==> src/rtl/shift_seq_pkg.sv <==
// shift_seq_pkg: shared state encoding, widths and step-shifter codes
package shift_seq_pkg;
  typedef enum logic [1:0] {IDLE, SHIFT, DONE} state_e;
  localparam int W = 4;
  localparam int AMT_W = 3;
  localparam int MAX_STEP = 2;
  localparam logic [1:0] STEP_0 = 2'b00;
  localparam logic [1:0] STEP_1 = 2'b01;
  localparam logic [1:0] STEP_2 = 2'b10;
endpackage

==> src/rtl/shift_gate.sv <==
// shift_gate: 4-bit combinational logical shifter by 0/1/2, dir 0=left
module shift_gate (
  input  logic [3:0] a_i,
  input  logic [1:0] amt_i,
  input  logic       dir_i,
  output logic [3:0] y_o
);
  always_comb y_o = dir_i ? (a_i >> amt_i) : (a_i << amt_i);
endmodule

==> src/rtl/shift_sequencer.sv <==
// shift_sequencer: multi-cycle logical shifter, up to two bit positions per cycle
module shift_sequencer #(
  parameter int W = 4,
  parameter int AMT_W = 3
) (
  input  logic             clk,
  input  logic             rst,
  input  logic             in_valid,
  output logic             in_ready,
  input  logic [W-1:0]     in_a,
  input  logic [AMT_W-1:0] in_amt,
  input  logic             in_dir,
  output logic             out_valid,
  input  logic             out_ready,
  output logic [W-1:0]     out_y
);
  import shift_seq_pkg::*;
  state_e state_q, state_d;
  logic [W-1:0] acc_q, acc_d, gate_y;
  logic [AMT_W-1:0] rem_q, rem_d, step, rem_nxt;
  logic dir_q, dir_d;
  logic [1:0] code;
  always_comb begin
    code = (state_q != SHIFT) ? STEP_0 : (rem_q >= AMT_W'(MAX_STEP)) ? STEP_2 : STEP_1;
    step = {{(AMT_W-2){1'b0}}, code};
    rem_nxt = rem_q - step;
  end
  shift_gate u_gate (
    .a_i  (acc_q),
    .amt_i(code),
    .dir_i(dir_q),
    .y_o  (gate_y)
  );
  always_ff @(posedge clk) begin
    if (rst) begin
      state_q <= IDLE;
      acc_q <= '0;
      rem_q <= '0;
      dir_q <= 1'b0;
    end else begin
      state_q <= state_d;
      acc_q <= acc_d;
      rem_q <= rem_d;
      dir_q <= dir_d;
    end
  end
  always_comb begin
    state_d = state_q;
    acc_d = acc_q;
    rem_d = rem_q;
    dir_d = dir_q;
    case (state_q)
      IDLE: if (in_valid) begin
        acc_d = in_a;
        rem_d = in_amt;
        dir_d = in_dir;
        state_d = (in_amt == '0) ? DONE : SHIFT;
      end
      SHIFT: begin
        acc_d = gate_y;
        rem_d = rem_nxt;
        state_d = (rem_nxt == '0) ? DONE : SHIFT;
      end
      DONE: state_d = out_ready ? IDLE : DONE;
      default: state_d = IDLE;
    endcase
  end
  always_comb begin
    in_ready = state_q == IDLE;
    out_valid = state_q == DONE;
    out_y = acc_q;
  end
endmodule

==> config.mk <==
export PLATFORM = sky130hd
export DESIGN_NAME = shift_sequencer
export DESIGN_NICKNAME = d
export VERILOG_FILES = /design/src/rtl/shift_seq_pkg.sv /design/src/rtl/shift_gate.sv /design/src/rtl/shift_sequencer.sv
export SDC_FILE = /design/constraint.sdc
export NUM_CORES = 1
export LEC_CHECK = 0
export ABC_AREA = 1
export CORE_MARGIN = 8
export CORE_UTILIZATION = 48
export CTS_CLUSTER_SIZE = 20
export DETAILED_ROUTE_END_ITERATION = 12
export GPL_TIMING_DRIVEN = 0
export PLACE_DENSITY = 0.84
export SETUP_SLACK_MARGIN = 0.05
export SLEW_MARGIN = 40
export SYNTH_ARGS = -nofsm -noshare
export SYNTH_HDL_FRONTEND = slang
export SYNTH_SLANG_ARGS = --single-unit
==> constraint.sdc <==
create_clock -name clk -period 3.6 [get_ports clk]
set_input_delay 0.9 -clock clk [delete_from_list [all_inputs] [get_ports clk]]
set_output_delay 0.9 -clock clk [all_outputs]
set_load 0.02 [all_outputs]
Yosys cells after proc, flatten, opt, wreduce, memory -nomap -nowiden --
Index checks and enable logic that the tools add are counted.
Storage, ports and cells: bits in registers 10, input bits 12, output and inout port bits 6, logic and storage cells 30
Operators by class: add/subtract/negate cells 1, magnitude comparators 1, equal/unequal tests 4, shift operators 2, multiplexer cells 12, reductions and logical operators 6
Operator list (number):
- $mux 2 | 6
- $mux 4 | 2
- $pmux 4 s2 | 1
- $logic_not 3->1 | 2
- $pmux 2 s3 | 1
- $pmux 3 s2 | 1
- $reduce_and 2->1 | 2
- $shl 4x2->4 | 1
- $shr 4x2->4 | 1
- $ge 3x2->1 const B | 1
- $mux 3 | 1
- $sub 3x2->3 | 1
- $eq 2x1->1 const B | 1
- $eq 2x2->1 const B | 1
- $logic_not 2->1 | 1
- $ne 2x1->1 const B | 1
- $ne 2x2->1 const B | 1
- $reduce_bool 2->1 | 1

Longest topological paths before layout --
Gate-level depths: netlist of the first run.
depth in word-level cells 7, depth in mapped cells 12, depth with buffers taken out 12

By module --
From an unflattened synthesis of the first run, not the netlist that was laid out.
Second synthesis, totals: cell total of the unflattened synthesis 126, area total of the unflattened synthesis 734.5 µm²
Modules (own cells, without submodules):
- shift_sequencer | times used 1, cells each 94, area an instance 591.8 µm², seq. area each 200.2 µm²
- shift_gate | times used 1, cells each 32, area an instance 142.6 µm², seq. area each 0.0 µm²

Least setup slack after synthesis of the first run --
No wires, ideal clock.
path type register -> register, start reg state_q[0], end reg state_q[1], setup time 0.121 ns, arrival 1.602 ns, required time 3.479 ns, path slack 1.876 ns, cell stages (with the launch flop) 13, path buffers 0, period minus slack after synthesis 1.724 ns, cell sequence dfxtp_1 inv_2 nor2_4 nand2_2 inv_1 ha_1 fa_1 nand2_1 inv_1 nand2_1 nor2_1 nor2_1 nor2_1
Between the ends: word-level cells in the longest chain between the ends 6, elaborated cells on any way between the ends 10, those cells by class add/sub (1); eq/ne (4); mux (3); reduce/logical (2)
RTL lines:
- start: declaration | RTL line shift_sequencer.sv:18 | state_e state_q, state_d;
- start signal: assignment | RTL line shift_sequencer.sv:41 | state_q <= state_d;
- $ne 2x1->1 | RTL line shift_sequencer.sv:24 | code = (state_q != SHIFT) ? STEP_0 : (rem_q >= AMT_W'(MAX_STEP)) ? STEP_2 : STEP_1;
- $mux 2 | RTL line shift_sequencer.sv:24
- $sub 3x2->3 | RTL line shift_sequencer.sv:26 | rem_nxt = rem_q - step;
- $logic_not 3->1 | RTL line shift_sequencer.sv:62 | state_d = (rem_nxt == '0) ? DONE : SHIFT;
- $mux 2 | RTL line shift_sequencer.sv:62
- $pmux 2 s3 | RTL line shift_sequencer.sv:52 | case (state_q)
Parallel ways exist; a longest one is shown, timed or not. A chain may end at the register's enable or synchronous reset.

Final worst setup path of the first run --
start reg state_q[0], end out out_valid
Between the ends: word-level cells in the longest chain between the ends 1
RTL lines:
- $eq 2x2->1 | RTL line shift_sequencer.sv:70 | out_valid = state_q == DONE;
- end: declaration | RTL line shift_sequencer.sv:13 | output logic out_valid,
No other way between the ends.

==> flow_summary.json, run 1 <==
{
  "yosysMostFrequentCell": "nand2_1",
  "peakVddDrop_v": 0.000249,
  "insertedDiodeCount": 0,
  "start_kind": "flop",
  "synth_top_area_share_pct": 31.7,
  "total_power_mw": 0.384,
  "post_drt_via_cell_ratio": 4.91,
  "wl_mm": 1.50,
  "cp_max_fo": 4,
  "critPathArrivalTime_ns": 1.44,
  "crit_family": "buffers and inverters",
  "cts_tree": "done",
  "ys_seq_area_share_pct": 31.7,
  "post_cts_buffers": 0,
  "postCtsResizedCells": 0,
  "die_h_um": 52.2,
  "synth_top_cells_by_count": "nand2_1, nor2_1, inv_1",
  "routedWlPerCell_um": 10.9,
  "dp_hpwl_mm": 1.19,
  "drcViolationCount": 0,
  "initial_utilization_pct": 49.7,
  "num_vias": 677,
  "clk_pin_slew_ns": 0.07,
  "holdWs_ns": 0.509,
  "synth.avg_cell_area_um2": 6.12,
  "drv_cap": 0,
  "fmax_mhz": 427,
  "grt_overflow": 0,
  "synth_cell_types": 16,
  "critPathMaxStageDelay_ns": 0.59,
  "track_usage_pct": 13.0,
  "fin_util_pct": 66.4,
  "setup_viol": 0,
  "slowest_stage": "clkdlybuf4s50_1",
  "crit_buf_inv": 3,
  "relSlewSlack_pct": 80.4,
  "grt_antenna_before_repair": 0,
  "die_x_um": 52.2,
  "setup_ws_ns": 1.26,
  "synthesis.area_um2": 631,
  "tightest_slew_ns": 0.292,
  "grt_max_degree": 11,
  "grt_pass1_vias": 660,
  "synth_top_area_cell": "dfxtp_1",
  "drt_pass1_iterations": 4,
  "fin_crit_sh_pct": 65.1,
  "cts_hold_buf": 0,
  "htree_num_levels": 1,
  "finalHoldViolations": 0,
  "outcome": "finished, final reports clean",
  "gp_congestion": 0.815,
  "cts.path.max_buffers": 2,
  "grt_pass1_wl_mm": 2.69,
  "ys_top_cells_by_area": "dfxtp_1, nand2_1, nor2_1",
  "critical_path_class": "flop to output pin",
  "root_buffer": "clkbuf_4",
  "final.setup_skew_ns": 0.00192,
  "hold_class": "flop to flop",
  "dieArea_mm2": 0.00273,
  "grt_setup_unrepaired": "no",
  "cts_buffers": 3,
  "endpoint_kind": "output pin",
  "clock_latency_ns": 0.26,
  "finalCriticalPeriod_ns": 2.34,
  "power_density_mw_per_mm2": 456,
  "synth-edff-count": 0,
  "synthArstFlopShare_pct": 0,
  "r2r_slack_ns": 1.67,
  "ys.flop_type": "dfxtp_1",
  "finalSetupTns_ns": 0,
  "io_pins": 18,
  "yosys_warnings": 0,
  "syn_inst": 103,
  "fp-row-count": 13,
  "syn_to_final_growth_pct": 33.5,
  "cp_cell_sequence": "inv_2 > nand2_1 > inv_1 > clkdlybuf4s50_1",
  "crit_required_ns": 2.70,
  "core_mm2": 0.00127,
  "cts_sinks": 10,
  "pre_cts_ws_ns": 1.44,
  "power_leakage_nw": 0.411,
  "nets": 139,
  "portBuffers": 17,
  "drive_gt1_share_pct": 6.50,
  "ys_seq_elements": 10,
  "ant_nets": 0,
  "drv_slew": 0,
  "synthesis.nets": 117,
  "drt_iter0_drc": 15
}
[cells in the final DEF, fill, tap and decap left out, drive strengths merged]
master         count
clkbuf             3
o21ai             11
nand3              7
dfxtp             10
nor2              18
o22ai              1
clkdlybuf4s50     17
fa                 1
ha                 1
a21oi              7
nand2             29
nor3               1
inv               16
xnor2              1
[cell type report]
type	instances	area [um2]
Sequential cell	10	200
Timing Repair Buffer	17	170
Clock buffer	3	22.5
Fill cell	116	427
Tap cell	15	18.8
Inverter	16	60.1
Multi-Input combinational cell	77	370
[flip-flops by register name (all words and copies together), names as in the netlist]
signal   flops
state_q      2
rem_q        3
out_y        4
dir_q        1
[cell families after synthesis]
kind of cell	synth area share, %
AND/OR/NAND/NOR	36.3
adder cells (fa/ha/maj)	5.16
AO/OA/AOI/OAI	15.9
XOR/XNOR	1.39
buffers and inverters	9.52
flip-flops	31.7
[through the flow]
| stage | cell area [um2] | instances |
|---|---|---|
| global placement | 820 | 135 |
| floorplan | 631 | 103 |
| finish | 842 | 138 |
| CTS | 842 | 138 |
| global route | 842 | 138 |
| detailed placement | 820 | 135 |
[worst register-to-register path, cell delays in order (launching register included)]
cell	delay, ns
dfxtp_1	0.43
inv_2	0.08
nor2_4	0.19
nand2_2	0.09
inv_1	0.06
ha_1	0.15
fa_1	0.42
nand2_1	0.08
inv_1	0.04
nand2_1	0.07
nor2_1	0.04
nor2_1	0.12
nor2_1	0.05
[per-layer routing]
metal / vias up / part of all wire (%) / track usage, %
li1: 367 / - / -
met1: 289 / 49 / 16.1
met2: 17 / 45 / 19.4
met3: 4 / 2.8 / 2.84
met4: 0 / 3.3 / 9.05
met5: - / 0 / 0
[power by group]
part	internal (mW)	leakage [nW]	switching (mW)	total (mW)
logic	0.0668	0.314	0.0944	0.161
registers	0.128	0.0828	0.0170	0.145
clock network	0.0386	0.0138	0.0395	0.0781
total	0.233	0.411	0.151	0.384
[worst paths after layout]
kind                           start                      end  depth (start not counted)
max reg2reg  state_q[0]$_SDFFE_PP0P_  state_q[1]$_SDFFE_PP0P_                         12
min               dir_q$_SDFFE_PP0P_    out_y[1]$_SDFFE_PP0P_                          2
min reg2reg       dir_q$_SDFFE_PP0P_    out_y[1]$_SDFFE_PP0P_                          2
max          state_q[0]$_SDFFE_PP0P_                out_valid                          4
(Power assumes the default switching activity.)
==> inputs of run 2 (changes only) <==
--- a/config.mk
+++ b/config.mk
@@ -7,11 +7,11 @@
 export LEC_CHECK = 0
 export ABC_AREA = 1
 export CORE_MARGIN = 8
-export CORE_UTILIZATION = 48
+export CORE_UTILIZATION = 41
 export CTS_CLUSTER_SIZE = 20
 export DETAILED_ROUTE_END_ITERATION = 12
 export GPL_TIMING_DRIVEN = 0
-export PLACE_DENSITY = 0.84
+export PLACE_DENSITY = 0.77
 export SETUP_SLACK_MARGIN = 0.05
 export SLEW_MARGIN = 40
 export SYNTH_ARGS = -nofsm -noshare
==> constraint.sdc (replaced) <==
create_clock -name clk -period 2.02 [get_ports clk]
set_input_delay 0.505 -clock clk [delete_from_list [all_inputs] [get_ports clk]]
set_output_delay 0.505 -clock clk [all_outputs]
set_load 0.02 [all_outputs]
==> run 2 against run 1 <==
- design area is 3.4% higher
- sequential cell count is the same
- power rose by 91%
- largest power group unchanged
- global-route usage fell by 3.1 points
==> flow_summary.json, run 2 (same netlist as run 1, synthesis figures left out) <==
{
  "critPathArrivalTime_ns": 1.94,
  "drt_pass1_iterations": 4,
  "grt_overflow": 0,
  "initial_utilization_pct": 42.9,
  "r2r_slack_ns": 0.23,
  "critPathMaxStageDelay_ns": 0.42,
  "cts.path.max_buffers": 2,
  "min_from": "dir_q$_SDFFE_PP0P_",
  "io_pins": 18,
  "power_frac_clock_pct": 25.0,
  "grt_pass1_vias": 675,
  "syn_to_final_growth_pct": 38.1,
  "finalSetupTns_ns": 0,
  "largest_register_ffs": 4,
  "drcViolationCount": 0,
  "drv_slew": 0,
  "r2r-start": "state_q[0]$_SDFFE_PP0P_",
  "portBuffers": 17,
  "nets": 140,
  "internal_power_mw": 0.460,
  "cts_sinks": 10,
  "crit_path_frequent_cell": "nor2_1",
  "power_leakage_nw": 0.441,
  "clk_pin_slew_ns": 0.07,
  "finalNonFillerCells": 141,
  "dieArea_mm2": 0.00305,
  "switching_share_pct": 37.2,
  "drt_iter0_drc": 17,
  "critical_path_class": "flop to flop",
  "power_switching_mw": 0.272,
  "endpoint_kind": "flop",
  "slowest_stage": "fa_1",
  "cp_max_fo": 5,
  "power_density_mw_per_mm2": 840,
  "final.setup_skew_ns": 0.00244,
  "final_cell_mix": "nand2_1, nor2_1, inv_1, clkdlybuf4s50_1, o21ai_0",
  "fmax_mhz": 559,
  "clock_latency_ns": 0.27,
  "track_usage_pct": 9.87,
  "seqPwrFrac_pct": 35.5,
  "post_drt_via_cell_ratio": 4.90,
  "outcome": "finished, final reports clean",
  "peakVddDrop_v": 0.000447,
  "grt_max_degree": 11,
  "fin_crit_sh_pct": 88.5,
  "cts_hold_buf": 0,
  "die_x_um": 55.2,
  "worst_r2r_path_depth": 12,
  "dpl-instance-area_um2": 821,
  "num_vias": 691,
  "final_common_cell": "nand2_1",
  "holdPathEnd": "out_y[0]$_SDFFE_PP0P_",
  "comb_power_share_pct": 39.5,
  "setup_viol": 0,
  "htree_num_levels": 1,
  "crit_required_ns": 2.17,
  "relSlewSlack_pct": 80.8,
  "place_inst": 136,
  "wl_mm": 1.50,
  "cts_tree": "done",
  "finalHoldViolations": 0,
  "die_h_um": 55.2,
  "routedWlPerCell_um": 10.7,
  "finalCriticalPeriod_ns": 1.79,
  "design_area_um2": 871,
  "grt_antenna_before_repair": 0,
  "cts_buffers": 3,
  "hold_class": "flop to flop",
  "insertedDiodeCount": 0,
  "grt_setup_unrepaired": "no",
  "tightest_slew_ns": 0.288,
  "worstReg2RegEnd": "state_q[1]$_SDFFE_PP0P_",
  "core_mm2": 0.00147,
  "drv_cap": 0,
  "ant_nets": 0,
  "root_buffer": "clkbuf_4",
  "grt_pass1_wl_mm": 2.66,
  "min_delay_path_depth": 2,
  "drive_gt1_share_pct": 10.4,
  "start_kind": "flop",
  "fp-row-count": 14,
  "dp_hpwl_mm": 1.18,
  "gp_congestion": 0.855,
  "cp_cell_sequence": "inv_2 > nor2_4 > nand2_2 > inv_1 > ha_1 > fa_1 > nand2_1 > inv_1 > nand2_1 > nor2_1 > nor2_1 > nor2_1"
}
[run 2: worst max-delay path, delay by kind of cell, from the launching register on]
kind | cells | cell delay [ns]
AND/OR/NAND/NOR | 7 | 0.56
buffers and inverters | 3 | 0.16
flip-flops | 1 | 0.37
adder cells (fa/ha/maj) | 2 | 0.57
[run 2: final cells by class]
class                   instances  area, um2
well taps                      16       20.0
repair buffers                 18        179
fillers                       147        601
multi-input cells              77        373
inverters                      16       60.1
clock buffers                   4       36.3
flip-flops and latches         10        203
[run 2: metrics by stage]
step                      hold slack (ns)  total power [mW]  setup WS (ns)  utilization [%]
after floorplan                     0.472             0.448          0.296                -
after global placement              0.502             0.544          0.149             55.8
after detailed placement            0.507             0.546          0.153             55.8
after CTS                           0.519             0.726         0.0783             58.2
after global routing                0.542             0.795         0.0804             59.2
final                               0.516             0.732          0.233             59.2
[run 2: worst max path at each step]
stage | endpoint | slack (ns) | cells after the start | startpoint
after floorplan | state_q[1]$_SDFFE_PP0P_ | 0.30 | 12 | state_q[0]$_SDFFE_PP0P_
after global placement | state_q[1]$_SDFFE_PP0P_ | 0.15 | 12 | state_q[0]$_SDFFE_PP0P_
after detailed placement | state_q[1]$_SDFFE_PP0P_ | 0.15 | 12 | state_q[0]$_SDFFE_PP0P_
after CTS | out_valid | 0.08 | 4 | state_q[0]$_SDFFE_PP0P_
after global routing | state_q[1]$_SDFFE_PP0P_ | 0.08 | 10 | rem_q[2]$_SDFFE_PP0P_
final | state_q[1]$_SDFFE_PP0P_ | 0.23 | 12 | state_q[0]$_SDFFE_PP0P_
[run 2: power by group through the flow]
stage	registers (mW)	clock network, mW	logic (mW)
floorplan	0.271	0	0.177
global placement	0.261	0	0.283
detailed placement	0.261	0	0.285
CTS	0.257	0.186	0.283
global route	0.265	0.199	0.331
finish	0.260	0.183	0.289
[run 2: per-layer routing]
layer / up-vias / wire [um] / global-route usage (%)
li1: 371 / - / -
met1: 300 / 694 / 11.3
met2: 18 / 708 / 16.2
met3: 2 / 74 / 3.20
met4: 0 / 27 / 4.23
met5: - / 0 / 0
[run 2: repair_timing]
item,4_1_cts,5_1_grt
buffers inserted,0,1
gates resized for setup,1,4
pin swaps,0,1
setup endpoints to repair,1,3
==> inputs of run 3 (changes only) <==
--- a/config.mk
+++ b/config.mk
@@ -6,14 +6,13 @@
 export NUM_CORES = 1
 export LEC_CHECK = 0
 export ABC_AREA = 1
-export CORE_MARGIN = 8
+export CORE_MARGIN = 2
 export CORE_UTILIZATION = 41
 export CTS_CLUSTER_SIZE = 20
 export DETAILED_ROUTE_END_ITERATION = 12
-export GPL_TIMING_DRIVEN = 0
 export PLACE_DENSITY = 0.77
 export SETUP_SLACK_MARGIN = 0.05
-export SLEW_MARGIN = 40
+export SLEW_MARGIN = 25
 export SYNTH_ARGS = -nofsm -noshare
 export SYNTH_HDL_FRONTEND = slang
 export SYNTH_SLANG_ARGS = --single-unit
==> run 3 against run 2 <==
- wire length shrank 0.47%
- power is 2.4% higher
- clock-buffer cell count unchanged
- first-iteration DRC count increased by 140%
- clock power is essentially flat
- sequential share of layout area decreased by 0.50 points
- non-clock buffer count grew 2
- sequential cell count stayed put
- design area increased by 1.6%
- hold slack better by 0.0069 ns
- cell count rose by 1.4%
- critical path type is now flop to output pin
- critical endpoint is now out_y[0]
==> flow_summary.json, run 3 (same netlist as run 1, synthesis figures left out) <==
{
  "finalSetupTns_ns": 0,
  "start_kind": "flop",
  "syn_to_final_growth_pct": 40.3,
  "grt_max_degree": 10,
  "drt_pass1_iterations": 6,
  "clock_latency_ns": 0.27,
  "dp_hpwl_mm": 1.20,
  "holdPathEnd": "rem_q[0]$_SDFFE_PP0P_",
  "finalCriticalPeriod_ns": 1.78,
  "cp_cell_sequence": "clkdlybuf4s50_1",
  "cts_sinks": 10,
  "root_buffer": "clkbuf_4",
  "initial_utilization_pct": 42.9,
  "r2r-start": "state_q[1]$_SDFFE_PP0P_",
  "wl_mm": 1.50,
  "drv_cap": 0,
  "design_area_um2": 885,
  "nets": 142,
  "crit_buf_inv": 1,
  "min_from": "rem_q[0]$_SDFFE_PP0P_",
  "final_cell_mix": "nand2_1, nor2_1, inv_1, clkdlybuf4s50_1, o21ai_0",
  "cts_tree": "done",
  "endpoint_kind": "output pin",
  "clk_pin_slew_ns": 0.07,
  "grt_setup_unrepaired": "no",
  "power_density_mw_per_mm2": 846,
  "core_mm2": 0.00147,
  "worstReg2RegEnd": "state_q[1]$_SDFFE_PP0P_",
  "post_drt_via_cell_ratio": 4.99,
  "grt_pass1_vias": 643,
  "routedWlPerCell_um": 10.5,
  "power_leakage_nw": 0.443,
  "ant_nets": 0,
  "worst_r2r_path_depth": 10,
  "finalHoldViolations": 0,
  "dieArea_mm2": 0.00187,
  "drt_iter0_drc": 40,
  "final.setup_skew_ns": 0.00189,
  "critPathArrivalTime_ns": 1.27,
  "insertedDiodeCount": 0,
  "grt_overflow": 0,
  "cts_buffers": 3,
  "finalNonFillerCells": 143,
  "post_cts_buffers": 0,
  "drv_slew": 0,
  "htree_num_levels": 1,
  "cp_max_fo": 4,
  "drive_gt1_share_pct": 11.0,
  "outcome": "finished, final reports clean",
  "die_x_um": 43.2,
  "grt_antenna_before_repair": 0,
  "drcViolationCount": 0,
  "place_inst": 139,
  "fin_crit_sh_pct": 88.0,
  "critical_path_class": "flop to output pin",
  "tightest_slew_ns": 0.294,
  "final_common_cell": "nand2_1",
  "io_pins": 18,
  "fin_util_pct": 60.1,
  "peakVddDrop_v": 0.000456,
  "setup_viol": 0,
  "crit_family": "buffers and inverters",
  "largest_register_ffs": 4,
  "slowest_stage": "clkdlybuf4s50_1",
  "relSlewSlack_pct": 80.2,
  "gp_congestion": 0.842,
  "dpl-instance-area_um2": 843,
  "min_delay_path_depth": 2,
  "hold_class": "flop to flop",
  "track_usage_pct": 19.5,
  "fp-row-count": 14,
  "num_vias": 713,
  "grt_pass1_wl_mm": 2.68,
  "r2r_slack_ns": 0.25,
  "critPathMaxStageDelay_ns": 0.62,
  "portBuffers": 17,
  "fmax_mhz": 562,
  "die_h_um": 43.2,
  "crit_required_ns": 1.51,
  "cts.path.max_buffers": 2
}
run 3: cell count changes in the layout (fill, tap and decap cells not counted):
cell | previous run | this run
dfxtp_2 | 2 | 1
buf_4 | 1 | 3
dfxtp_1 | 8 | 9
run 3: how the worst max path moves through the flow:
stage               cells past startpoint                     from                       to
floorplan                              12  state_q[0]$_SDFFE_PP0P_  state_q[1]$_SDFFE_PP0P_
global placement                       12  state_q[0]$_SDFFE_PP0P_  state_q[1]$_SDFFE_PP0P_
detailed placement                     11    rem_q[2]$_SDFFE_PP0P_  state_q[1]$_SDFFE_PP0P_
CTS                                     2  state_q[0]$_SDFFE_PP0P_                 in_ready
global route                           11    rem_q[2]$_SDFFE_PP0P_  state_q[1]$_SDFFE_PP0P_
finish                                  1    out_y[0]$_SDFFE_PP0P_                 out_y[0]
run 3: final cells by class:
type	instances	area, um2
Fill cell	149	587
Multi-Input combinational cell	77	373
Sequential cell	10	201
Timing Repair Buffer	20	194
Inverter	16	60.1
Clock buffer	4	36.3
Tap cell	16	20.0
run 3: routing by layer:
layer  vias to the layer above  share of wire (%)  global-route usage (%)
li1                        374                  -                       -
met5                         -                  0                       0
met3                         4                9.6                    5.11
met4                         0                2.1                    9.09
met1                       310                 43                    24.7
met2                        25                 46                    30.4
run 3: worst min-delay path: cells and delay by family, from the launching register on:
kind / cells / cell delay [ns]
AOI/OAI and AO/OA: 1 / 0.08
DFF: 1 / 0.33
and+or+nand+nor: 1 / 0.08
run 3: what timing repair did:
action                     CTS  global route
cloned                       0             0
hold buffers                 0             0
resized for setup            1             3
setup endpoints to repair    1             2
run 3: per-stage QoR:
step | power [mW] | worst slack (ns) | hold WS (ns)
after floorplan | 0.448 | 0.296 | 0.472
after global placement | 0.559 | 0.317 | 0.502
after detailed placement | 0.564 | 0.230 | 0.506
after CTS | 0.753 | 0.0555 | 0.525
after global routing | 0.809 | 0.0648 | 0.547
final | 0.749 | 0.242 | 0.523
run 3: where the power goes:
| part | internal [mW] | switching [mW] | leakage (nW) |
|---|---|---|---|
| Clock | 0.110 | 0.0768 | 0.0210 |
| Sequential | 0.228 | 0.0327 | 0.0831 |
| Combinational | 0.131 | 0.171 | 0.339 |
==> RTL edit, RTL diff (config.mk and constraints of run 3) <==
Encoding of `state_e`: now one-hot (3 bits for 3 states).
--- a/src/rtl/shift_seq_pkg.sv
+++ b/src/rtl/shift_seq_pkg.sv
@@ -2,3 +2,3 @@
 package shift_seq_pkg;
-  typedef enum logic [1:0] {IDLE, SHIFT, DONE} state_e;
+  typedef enum logic [2:0] {IDLE = 3'b001, SHIFT = 3'b010, DONE = 3'b100} state_e;
   localparam int W = 4;
Behaviour: same outputs for any inputs over 10 cycles, from zero or initial values and one cycle with rst high; not proved beyond that.
==> RTL edit against run 3 <==
  * Register-to-register slack got worse by 98 ps
  * Area after synthesis rose by 19%
  * Design area is 13% higher
  * Global-route usage down 0.86 points
  * Sequential cell count is 1 higher
  * Combinational power fell by 40%
  * Wire length grew 20%
  * Worst setup slack got worse by 89 ps
  * Total power shrank 17%
  * Critical endpoint is now state_q[2]
==> RTL edit: results (changes against run 3) <==
placed cell count -> 149 (was 139)
post-route non-filler standard cell count -> 154 (was 143)
hold path startpoint -> dir_q (was rem_q[0])
Post-DP Area -> 950 um^2 (was 843 um^2)
Top delay family on crit path -> simple AND/OR/NAND/NOR gates (was buffers and inverters)
Post-synth top cells -> nand2_1 (21), inv_1 (14), nor2_1 (13), dfxtp_1 (11), o21ai_1 (9) (was nand2_1 (27), nor2_1 (17), inv_1 (15), dfxtp_1 (10), o21ai_0 (10))
largest net degree at the start of global routing -> 13 (was 10)
XOR/XNOR share of the synthesized area -> 1.17% (was 1.39%)
vias in the first global route -> 678 (was 643)
post-synthesis compound-gate area fraction -> 16.4% (was 15.9%)
top cells by area, synth -> dfxtp_1 (29%), nand2_1 (11%), inv_1 (7.0%) (was dfxtp_1 (32%), nand2_1 (16%), nor2_1 (10%))
crit path capture -> state_q[2] (was out_y[0])
IR drop worst, VDD -> 0.331 mV (was 0.456 mV)
Adder-Cell Fraction of Synth Area -> 4.35% (was 5.16%)
syn nets -> 120 (was 117)
cells on worst reg2reg path -> 11 (was 10)
final hold slack -> 513 ps (was 523 ps)
Mean Syn Cell Area -> 7.06 um^2 (was 6.12 um^2)
drt wl/cell -> 11.7 um (was 10.5 um)
slowest CP cell -> fa_1 (was clkdlybuf4s50_1)
Synth top area share -> 29.4% (was 31.7%)
worst hold endpoint -> out_y[0] (was rem_q[0])
final net count -> 144 (was 142)
share of layout cells above drive strength 1 -> 21.7% (was 11.0%)
1st-iter DRT viols -> 24 (was 40)
TritonRoute pass-1 iters -> 4 (was 6)
status -> finished clean (unchanged)
first-pass GRT wire length -> 2830 um (was 2680 um)
Seq/Total Area, Yosys -> 29.4% (was 31.7%)
drt via density -> 4.96 (was 4.99)
sw power -> 219 uW (was 280 uW)
DP HPWL -> 1320 um (was 1200 um)
GRT Util Overall -> 18.6% (was 19.5%)
placer congestion estimate -> 0.871 (was 0.842)
worst-skew pair later-pin latency -> 290 ps (was 270 ps)
Synth cell types -> 25 (was 16)
Clock Skew -> 5.87 ps (was 1.89 ps)
Worst Setup SP -> state_q[0] (was out_y[0])
==> RTL edit: changes by cell type after synthesis, moves of 2 or more <==
cell	delta
a21oi_2	+3
nor2_2	+2
o21ai_0	-7
buf_6	+2
nand4_1	+5
nand2_1	-6
o21ai_1	+9
nor2_1	-4
nand3_1	-3
a21oi_1	-3
==> RTL edit: routing by layer <==
layer	wire length (um)	GRT usage [%]	up-vias
li1	-	-	388
met1	784	23.5	344
met2	865	30.0	25
met3	106	4.71	7
met4	39	8.33	0
met5	0	0	-
==> RTL edit: cells by family (layout without fill, tap and decap cells) <==
group | after synthesis | after routing
AND/OR/NAND/NOR | 54 | 54
XOR/XNOR | 1 | 1
AO/OA/AOI/OAI | 21 | 21
adder cells (fa/ha/maj) | 2 | 2
flip-flops | 11 | 11
buffers and inverters | 17 | 40
==> RTL edit: power groups by stage <==
| stage | logic (mW) | registers [mW] | clock network (mW) |
|---|---|---|---|
| after floorplan | 0.109 | 0.273 | 0 |
| after global placement | 0.172 | 0.271 | 0 |
| after detailed placement | 0.176 | 0.271 | 0 |
| after CTS | 0.176 | 0.268 | 0.170 |
| after global routing | 0.201 | 0.275 | 0.172 |
| final | 0.181 | 0.273 | 0.165 |
==> RTL edit: cell type report <==
cell class	instances	area, um^2
Inverter	14	52.6
Sequential cell	11	225
Fill cell	168	726
Clock buffer	4	26.3
Multi-Input combinational cell	78	460
Timing Repair Buffer	22	205
Tap cell	25	31.3
==> RTL edit: timing repair <==
item | in CTS | in global routing
gates resized for setup | 5 | 4
pin swaps | 0 | 1
hold buffers | 0 | 0
cloned | 0 | 0
setup endpoints to repair | 3 | 3
buffers inserted | 0 | 1
